===== config.mk =====
export PLATFORM = sky130hd
export DESIGN_NAME = seg7_scan_decoder
export DESIGN_NICKNAME = d
export VERILOG_FILES = /design/src/rtl/seg7_pkg.sv /design/src/rtl/seg7_glyph_decode.sv /design/src/rtl/seg7_scan_decoder.sv
export SDC_FILE = /design/constraint.sdc
export NUM_CORES = 1
export LEC_CHECK = 0
export ABC_CLOCK_PERIOD_IN_PS = 3940
export CORE_UTILIZATION = 60
export CTS_CLUSTER_DIAMETER = 40
export CTS_CLUSTER_SIZE = 12
export DETAILED_ROUTE_END_ITERATION = 6
export PLACE_DENSITY = 0.87
export SETUP_SLACK_MARGIN = 0.05
export SLEW_MARGIN = 25
export SYNTH_ARGS = -nofsm -noshare
export SYNTH_HDL_FRONTEND = slang
export SYNTH_SLANG_ARGS = --single-unit

===== constraint.sdc =====
create_clock -name clk -period 3.94 [get_ports clk]
set_input_delay 0.985 -clock clk [delete_from_list [all_inputs] [get_ports clk]]
set_output_delay 0.985 -clock clk [all_outputs]
set_load 0.02 [all_outputs]

===== src/rtl/seg7_pkg.sv =====
// Shared definitions for the 7-segment scan decoder: glyph constants, FSM states
// and the anode one-cold index helper.
package seg7_pkg;

  localparam logic [6:0] SEG_0     = 7'h40;
  localparam logic [6:0] SEG_1     = 7'h79;
  localparam logic [6:0] SEG_2     = 7'h24;
  localparam logic [6:0] SEG_3     = 7'h30;
  localparam logic [6:0] SEG_4     = 7'h19;
  localparam logic [6:0] SEG_5     = 7'h12;
  localparam logic [6:0] SEG_6     = 7'h02;
  localparam logic [6:0] SEG_7     = 7'h78;
  localparam logic [6:0] SEG_8     = 7'h00;
  localparam logic [6:0] SEG_9     = 7'h18;
  localparam logic [6:0] SEG_A     = 7'h08;
  localparam logic [6:0] SEG_B     = 7'h03;
  localparam logic [6:0] SEG_C     = 7'h46;
  localparam logic [6:0] SEG_D     = 7'h21;
  localparam logic [6:0] SEG_E     = 7'h06;
  localparam logic [6:0] SEG_F     = 7'h0E;
  localparam logic [6:0] SEG_BLANK = 7'h7F;

  typedef enum logic [1:0] {
    IDLE    = 2'd0,
    SETTLE  = 2'd1,
    CAPTURE = 2'd2,
    HOLD    = 2'd3
  } state_e;

  // Returns {legal, idx}: legal when exactly one bit of the active-low bus is 0.
  function automatic logic [3:0] onehot0_index(input logic [7:0] an_n);
    logic [2:0] idx;
    int         zeros;
    idx   = '0;
    zeros = 0;
    for (int i = 0; i < 8; i++) begin
      if (!an_n[i]) begin
        zeros++;
        idx = 3'(i);
      end
    end
    return {(zeros == 1), idx};
  endfunction

endpackage


===== src/rtl/seg7_glyph_decode.sv =====
// Inverse of the hex-to-7-segment encoder: active-low segment pattern to nibble.
// Unknown patterns (including blank) decode to 0 with ok cleared.
module seg7_glyph_decode
  import seg7_pkg::*;
(
  input  logic [6:0] seg_n,
  output logic [3:0] nibble,
  output logic       ok
);

  always_comb begin
    nibble = 4'h0;
    ok     = 1'b1;
    case (seg_n)
      SEG_0:     nibble = 4'h0;
      SEG_1:     nibble = 4'h1;
      SEG_2:     nibble = 4'h2;
      SEG_3:     nibble = 4'h3;
      SEG_4:     nibble = 4'h4;
      SEG_5:     nibble = 4'h5;
      SEG_6:     nibble = 4'h6;
      SEG_7:     nibble = 4'h7;
      SEG_8:     nibble = 4'h8;
      SEG_9:     nibble = 4'h9;
      SEG_A:     nibble = 4'hA;
      SEG_B:     nibble = 4'hB;
      SEG_C:     nibble = 4'hC;
      SEG_D:     nibble = 4'hD;
      SEG_E:     nibble = 4'hE;
      SEG_F:     nibble = 4'hF;
      SEG_BLANK: ok     = 1'b0;
      default:   ok     = 1'b0;
    endcase
  end

endmodule


===== src/rtl/seg7_scan_decoder.sv =====
// Monitors a multiplexed active-low segment/anode bus, recovers each digit once its
// pattern has been stable long enough, and emits complete frames.
module seg7_scan_decoder
  import seg7_pkg::*;
#(
  parameter int NUM_DIGITS    = 4,
  parameter int STABLE_CYCLES = 16
) (
  input  logic                    clk,
  input  logic                    rst_n,
  input  logic [6:0]              seg_n,
  input  logic [NUM_DIGITS-1:0]   an_n,
  output logic [4*NUM_DIGITS-1:0] value,
  output logic [NUM_DIGITS-1:0]   digit_ok,
  output logic                    frame_valid,
  output logic                    frame_err,
  output logic                    bus_err
);

  localparam int              SW      = NUM_DIGITS + 7;
  localparam int              CW      = $clog2(STABLE_CYCLES + 1);
  localparam logic [CW-1:0]   CNT_MAX = CW'(STABLE_CYCLES);

  logic [SW-1:0]           smp_q, smp_prev_q;
  state_e                  state_q, state_d;
  logic [CW-1:0]           cnt_q, cnt_d;
  logic [2:0]              cap_idx_q;
  logic [3:0]              cap_nib_q;
  logic                    cap_ok_q;
  logic [NUM_DIGITS-1:0]   mask_q, mask_d;
  logic [4*NUM_DIGITS-1:0] stg_val_q, stg_val_d;
  logic [NUM_DIGITS-1:0]   stg_ok_q, stg_ok_d;
  logic [4*NUM_DIGITS-1:0] value_q, value_d;
  logic [NUM_DIGITS-1:0]   digit_ok_q, digit_ok_d;
  logic                    frame_valid_q, frame_valid_d;
  logic                    frame_err_q, frame_err_d;
  logic                    bus_err_q, bus_err_d;

  logic [7:0]              an_pad;
  logic [3:0]              an_info;
  logic                    legal_cur, multi_cur, same;
  logic [3:0]              dec_nib;
  logic                    dec_ok;
  logic                    capture, bus_err_set, frame_done;
  logic [NUM_DIGITS-1:0]   wr_en;

  always_comb begin
    an_pad                 = '1;
    an_pad[NUM_DIGITS-1:0] = smp_q[SW-1:7];
  end

  assign an_info   = onehot0_index(an_pad);
  assign legal_cur = an_info[3];
  assign multi_cur = !legal_cur && !(&smp_q[SW-1:7]);
  assign same      = (smp_q == smp_prev_q);

  seg7_glyph_decode u_decode (
    .seg_n  (smp_q[6:0]),
    .nibble (dec_nib),
    .ok     (dec_ok)
  );

  always_ff @(posedge clk or negedge rst_n) begin
    if (!rst_n) begin
      smp_q         <= '0;
      smp_prev_q    <= '0;
      state_q       <= IDLE;
      cnt_q         <= '0;
      cap_idx_q     <= '0;
      cap_nib_q     <= '0;
      cap_ok_q      <= 1'b0;
      mask_q        <= '0;
      stg_val_q     <= '0;
      stg_ok_q      <= '0;
      value_q       <= '0;
      digit_ok_q    <= '0;
      frame_valid_q <= 1'b0;
      frame_err_q   <= 1'b0;
      bus_err_q     <= 1'b0;
    end else begin
      smp_q         <= {an_n, seg_n};
      smp_prev_q    <= smp_q;
      state_q       <= state_d;
      cnt_q         <= cnt_d;
      // Decoded one cycle behind smp_q, so in CAPTURE it holds the stable pattern.
      cap_idx_q     <= an_info[2:0];
      cap_nib_q     <= dec_nib;
      cap_ok_q      <= dec_ok;
      mask_q        <= mask_d;
      stg_val_q     <= stg_val_d;
      stg_ok_q      <= stg_ok_d;
      value_q       <= value_d;
      digit_ok_q    <= digit_ok_d;
      frame_valid_q <= frame_valid_d;
      frame_err_q   <= frame_err_d;
      bus_err_q     <= bus_err_d;
    end
  end

  always_comb begin
    state_d = state_q;
    cnt_d   = cnt_q;
    case (state_q)
      IDLE: begin
        if (legal_cur) begin
          state_d = SETTLE;
          cnt_d   = CW'(1);
        end
      end
      SETTLE: begin
        if (!legal_cur) begin
          state_d = IDLE;
          cnt_d   = '0;
        end else if (!same) begin
          cnt_d = CW'(1);
        end else begin
          if (cnt_q != CNT_MAX) cnt_d = cnt_q + 1'b1;
          if (cnt_d == CNT_MAX) state_d = CAPTURE;
        end
      end
      CAPTURE: begin
        cnt_d   = '0;
        state_d = same ? HOLD : IDLE;
      end
      HOLD: begin
        if (!same) state_d = IDLE;
      end
      default: state_d = IDLE;
    endcase
  end

  always_comb begin
    capture     = (state_q == CAPTURE);
    bus_err_set = ((state_q == SETTLE) || (state_q == HOLD)) && multi_cur;
  end

  for (genvar gi = 0; gi < NUM_DIGITS; gi++) begin : g_stage
    assign wr_en[gi]              = capture && (cap_idx_q == 3'(gi));
    assign stg_val_d[4*gi +: 4]   = wr_en[gi] ? cap_nib_q : stg_val_q[4*gi +: 4];
    assign stg_ok_d[gi]           = wr_en[gi] ? cap_ok_q  : stg_ok_q[gi];
  end

  always_comb begin
    frame_done    = &mask_q;
    mask_d        = (frame_done ? '0 : mask_q) | wr_en;
    value_d       = frame_done ? stg_val_q : value_q;
    digit_ok_d    = frame_done ? stg_ok_q  : digit_ok_q;
    frame_valid_d = frame_done;
    frame_err_d   = frame_done && !(&stg_ok_q);
    bus_err_d     = bus_err_q || bus_err_set;
  end

  assign value       = value_q;
  assign digit_ok    = digit_ok_q;
  assign frame_valid = frame_valid_q;
  assign frame_err   = frame_err_q;
  assign bus_err     = bus_err_q;

endmodule


Yosys cells after proc, flatten, opt, wreduce, memory -nomap -nowiden
Cells that the tools add are included.

storage, ports and cells
  flip-flop bits (word level) = 84
  bits of input ports = 13
  output and inout port bits = 23
  logic and storage cells = 102

cells by class
  add/sub/neg operators = 4
  eq/ne operators = 29
  multiplexer cells = 25
  bitwise logic cells = 1
  reduce and logical (&&, ||, !) cells = 22

operators by type and width
  operator                                        number
  adder 32 x 2 -> 32 bit, second input constant   3
  two-way mux 32 bit                              3
  case mux 4 bit (15 select lines)                1
  two-way mux 5 bit                               7
  == test 32 x 2 -> 1 bit, second input constant  1
  == test 7 bit, second input constant            4
  == test 7 x 5 -> 1 bit, second input constant   3
  == test 7 x 6 -> 1 bit, second input constant   3
  AND reduction 4 bit                             4
  OR reduction 16 bit                             1
  case mux 5 bit (3 select lines)                 1
  == test 7 x 2 -> 1 bit, second input constant   2
  == test 7 x 4 -> 1 bit, second input constant   2
  two-way mux 2 bit                               6
  == test 11 bit                                  1
  case mux 2 bit (4 select lines)                 1
  == test 7 x 3 -> 1 bit, second input constant   1
  logical AND 1 bit                               7
  zero test 7 bit                                 1
  == test 3 x 2 -> 1 bit, second input constant   2
  two-way mux 3 bit                               2
  inequality test 3 bit, second input constant    2
  adder 5 x 1 -> 5 bit, second input constant     1
  == test 5 bit, second input constant            1
  other kinds (14)                                21

Longest topological paths before layout
  depth after elaboration = 15
  gate-level depth with buffers = 11
  depth with buffers taken out = 11

By module
Synthesis repeated with hierarchy kept, for this count alone.

second synthesis, totals
  cells, all modules = 324
  area total of the unflattened synthesis = 3643.5 µm²

modules (own cells, without submodules)
  module             instances  cells an instance  area an instance (µm²)  sequential area each (µm²)
  seg7_scan_decoder  1          271                3265.6                  2077.0
  seg7_glyph_decode  1          53                 377.9                   0.0

Least setup slack after synthesis
OpenSTA, ideal clock, no wires.

  path kind = flip-flop to flip-flop
  start point = register smp_q[7]
  end point = register state_q[0]
  setup time = 0.125 ns
  arrival = 2.458 ns
  data required time = 3.815 ns
  slack = 1.357 ns
  stages on the path, launching flop included = 11
  path buffers = 0
  clock period less this slack = 2.583 ns
  cell sequence = dfrtp_1 > inv_1 > ha_1 > xnor2_1 > ha_1 > nor4b_1 > or4_4 > nand2_4 > nor2_2 > a21oi_4 > mux2_4

between the ends
  longest elaborated chain between the ends = 10
  elaborated cells on any way between the ends = 17
  classes of those cells = add/sub: 3; eq/ne: 6; mux: 7; reduce/logical: 1

RTL lines
  item                                                                              line                     RTL
  start, declared                                                                   seg7_scan_decoder.sv:24  logic [SW-1:0] smp_q, smp_prev_q;
  start signal, assigned                                                            seg7_scan_decoder.sv:81  smp_q <= {an_n, seg_n};
  two-way mux 1 bit                                                                 seg7_pkg.sv:37           if (!an_n[i]) begin
  adder 32 x 2 -> 32 bit                                                            seg7_pkg.sv:38           zeros++;
  two-way mux 32 bit                                                                seg7_pkg.sv:37
  adder 32 x 2 -> 32 bit                                                            seg7_pkg.sv:38
  two-way mux 32 bit                                                                seg7_pkg.sv:37
  adder 32 x 2 -> 32 bit                                                            seg7_pkg.sv:38
  two-way mux 32 bit                                                                seg7_pkg.sv:37
  == test 32 x 2 -> 1 bit                                                           seg7_pkg.sv:42           return {(zeros == 1), idx};
  inequality test 3 bit (no line), or another cell as far along                     n/a
  AND reduction 4 bit (no line) or case mux 2 bit (4 select lines) (tied branches)  n/a
  end signal, assigned                                                              seg7_scan_decoder.sv:83  state_q <= state_d;
  end, declared                                                                     seg7_scan_decoder.sv:25  state_e state_q, state_d;

Several ways; a longest one is shown, not always the timed one.
A chain may end at the register's enable or synchronous reset.

Worst setup path after layout
  start point = register smp_q[8]
  end point = register state_q[1]

between the ends
  longest elaborated chain between the ends = 8
  elaborated cells on any way between the ends = 15
  classes of those cells = add/sub: 2; eq/ne: 6; mux: 6; reduce/logical: 1

RTL lines
  item                                                                              line
  two-way mux 32 bit                                                                seg7_pkg.sv:37
  adder 32 x 2 -> 32 bit                                                            seg7_pkg.sv:38
  two-way mux 32 bit                                                                seg7_pkg.sv:37
  adder 32 x 2 -> 32 bit                                                            seg7_pkg.sv:38
  two-way mux 32 bit                                                                seg7_pkg.sv:37
  == test 32 x 2 -> 1 bit                                                           seg7_pkg.sv:42
  inequality test 3 bit (no line), or another cell as far along                     n/a
  AND reduction 4 bit (no line) or case mux 2 bit (4 select lines) (tied branches)  n/a

Several ways; a longest one is shown, not always the timed one.

==> run_results.csv <==
group,metric,value,unit
die,die_y,80.85,um
global_routing,grt_pass1_wl,11350,um
clock_tree,cts.sinks,83,
synth,synth-warning-count,0,
flow_run,drv_cap,0,
synth,synth_simple_gate_area_share,18.18,%
synth,synth_mux_area_share,7.414,%
synth,ys.flop_type,"dfrtp_1",
power,power.leakage,2.056,nW
timing,setup_viol,0,
timing,slew_viol_final,0,
place,place_area,4108,um2
power,p_total,2.009,mW
global_routing,grt.overflow.total,0,
setup_path,slowest_stage,"or4_4",
synth,syn_inst,340,
global_routing,grt_max_degree,84,
setup_path,cpPeakStageDelay,590,ps
die,initial_utilization,62.63,%
place,portBuffers,35,
setup_path,endpoint_kind,"flop",
clock_tree,clkTransAtPathRegs,90,ps
setup_path,reg2reg_slack,1170,ps
timing,slew_headroom,34.24,%
place,gp_congestion,0.8594,
setup_path,critPathKind,"reg -> reg",
synth,synth_fa_ha_area_share,3.019,%
timing,finalSetupTns,0,ps
timing,finClkSkew,9.290,ps
setup_path,crit_path_frequent_cell,"ha_1",
detailed_routing,post-route-drc-count,0,
final_layout,multi_input_area,1533,um2
synth,synth_compound_area_share,8.219,%
setup_path,worstSetupStartpointType,"flop",
die,core,5956,um2
detailed_routing,via_count,2580,
detailed_routing,viasPerCell,5.695,
synth,synth_area_per_cell,10.97,um2
place,hpwl,4668,um
timing,hold_viol_final,0,
hold_path,hp-class,"reg -> reg",
final_layout,nFillCells,417,
timing,worstMarginPinSlew,984.2,ps
synth,synth_top_family_by_area,"simple AND/OR/NAND/NOR gates",
timing,fin_crit,2771,ps
final_layout,final-seq-area,2077,um2
die,rows,28,
final_layout,utilization,72.52,%
die,dieArea,6536,um2
clock_tree,clockBufferDepth,2,
setup_path,crit_fanout,6,
detailed_routing,antenna_left,0,
detailed_routing,wl_per_cell,14.79,um
setup_path,path_buf_inv,1,
power,p_per_area,465.0,nW/um2
synth,synth_seq_cells,83,
outcome,outcome,"finished, final reports clean",
synth,synth_cell_type_count,53,
synth,synth_edf_count,0,
synth,syn_nets,362,
synth,synth-xor-area-share,4.260,%
final_layout,drive_above_1_share,14.02,%
clock_tree,root_buffer,"clkbuf_8",
global_routing,grt_pass1_vias,2529,
final_layout,area_delta_synth_final,15.80,%
clock_tree,cts.hold.buffers_added,0,
synth,seq_area_frac_synth,55.69,%
synth,syn_area,3730,um2
setup_path,cp.required,4190,ps
die,io_pins,36,
synth,synthArstFlopShare,100.0,%
final_layout,diodes,0,
clock_tree,post_cts.repair.setup_buffers,0,
detailed_routing,drt-total-wl,6698,um
final_layout,stdcell_area,4319,um2
setup_path,cp_cell_sequence,"inv_1 -> ha_1 -> xnor2_1 -> ha_1 -> nor4b_1 -> or4_4 -> nand2_4 -> nor2_2 -> a21oi_4 -> mux2_4",
final_layout,final_cell_mix,"83 x dfrtp_1, 79 x nand2_1, 34 x clkdlybuf4s50_1",
timing,rsz0062_at_grt,"false",
timing,final.period_utilization,70.33,%
final_layout,final_common_cell,"dfrtp_1",
clock_tree,cts_inserted_buffers,9,
final_layout,nets,395,
clock_tree,cts_max_level,3,
clock_tree,cts_resized,0,
clock_tree,insertion_delay,360,ps
global_routing,antenna_found_initial,0,
detailed_routing,first_iter_violations,213,
setup_path,critical_path.top_delay_family,"simple AND/OR/NAND/NOR gates",
die,die_w,80.85,um
clock_tree,cts_tree,"done",
setup_path,cp_data_arrival_time,3020,ps
timing,fmax,360.9,MHz
power,peakVddDrop,0.0003251,V
global_routing,track_usage,23.40,%
detailed_routing,drtPass1Iterations,4,
## through the flow
stage	hold slack, ps	setup slack (ps)	instances
2_1_floorplan	348.7	1357	340
5_1_grt	480.2	1054	453
3_3_place_gp	428.6	1289	437
4_1_cts	466.9	1147	453
6_report	460.4	1169	453
3_5_place_dp	444.3	1167	437
## path summary, 6_finish.rpt
| path | to | cells past startpoint | start |
|---|---|---|---|
| max in group asynchronous | stg_val_q[15] | 1 | rst_n |
| worst max-delay path | state_q[1] | 10 | smp_q[8] |
| min in group asynchronous | cnt_q[3] | 1 | rst_n |
| worst min-delay path | smp_prev_q[7] | 0 | smp_q[7] |
| worst max register to register | state_q[1] | 10 | smp_q[8] |
| worst min register to register | smp_prev_q[7] | 0 | smp_q[7] |
## cells by family (layout without fill, tap and decap cells)
group,Yosys count,count (layout)
AO/OA/AOI/OAI,42,42
XOR/XNOR,16,16
adder cells (fa/ha/maj),9,9
buffers and inverters,27,65
flip-flops,83,83
multiplexers,24,24
AND/OR/NAND/NOR,139,139
## report_power, final
part / internal, mW / leakage (nW) / switching [mW]
clock: 0.304 / 0.102 / 0.323
combinational: 0.179 / 0.871 / 0.195
sequential: 0.934 / 1.08 / 0.0756
total: 1.42 / 2.06 / 0.593
## layer usage
| layer | part of all wire (%) | GRT usage [%] | wire length [um] | vias up |
|---|---|---|---|---|
| li1 | - | - | - | 1230 |
| met1 | 43 | 28.91 | 2876 | 1269 |
| met2 | 51 | 38.57 | 3413 | 68 |
| met3 | 4.1 | 4.719 | 273 | 13 |
| met4 | 2.0 | 12.86 | 135 | 0 |
| met5 | 0 | 0 | 0 | - |
## flip-flops by register name (all words and copies together), names as in the netlist, 2 cells and up
| name | flops |
|---|---|
| value | 16 |
| cap_nib_q | 4 |
| smp_prev_q | 11 |
| stg_val_q | 16 |
| stg_ok_q | 4 |
| cnt_q | 5 |
| digit_ok | 4 |
| mask_q | 4 |
| state_q | 2 |
| smp_q | 11 |
| cap_idx_q | 2 |
## cell type report
| class | count | area share, % |
|---|---|---|
| well taps | 75 | 2.173 |
| flip-flops and latches | 83 | 48.09 |
| multi-input cells | 230 | 35.49 |
| repair buffers | 36 | 8.314 |
| clock inverters | 7 | 1.941 |
| clock buffers | 9 | 2.868 |
| inverters | 13 | 1.130 |
## synthesized netlist by cell type, types with 5 or more instances
master	n	area, um2
clkbuf_1	9	33.78
o21ai_0	6	30.03
nand2_1	79	296.5
a31oi_1	5	31.28
mux2_2	21	236.5
xnor2_1	12	105.1
nand3_1	9	45.04
nor2_1	14	52.55
a21oi_1	10	50.05
ha_1	9	112.6
dfrtp_1	83	2077
inv_1	13	48.80
nor3_1	8	40.04
No activity file was read; power rests on OpenSTA's default activity.
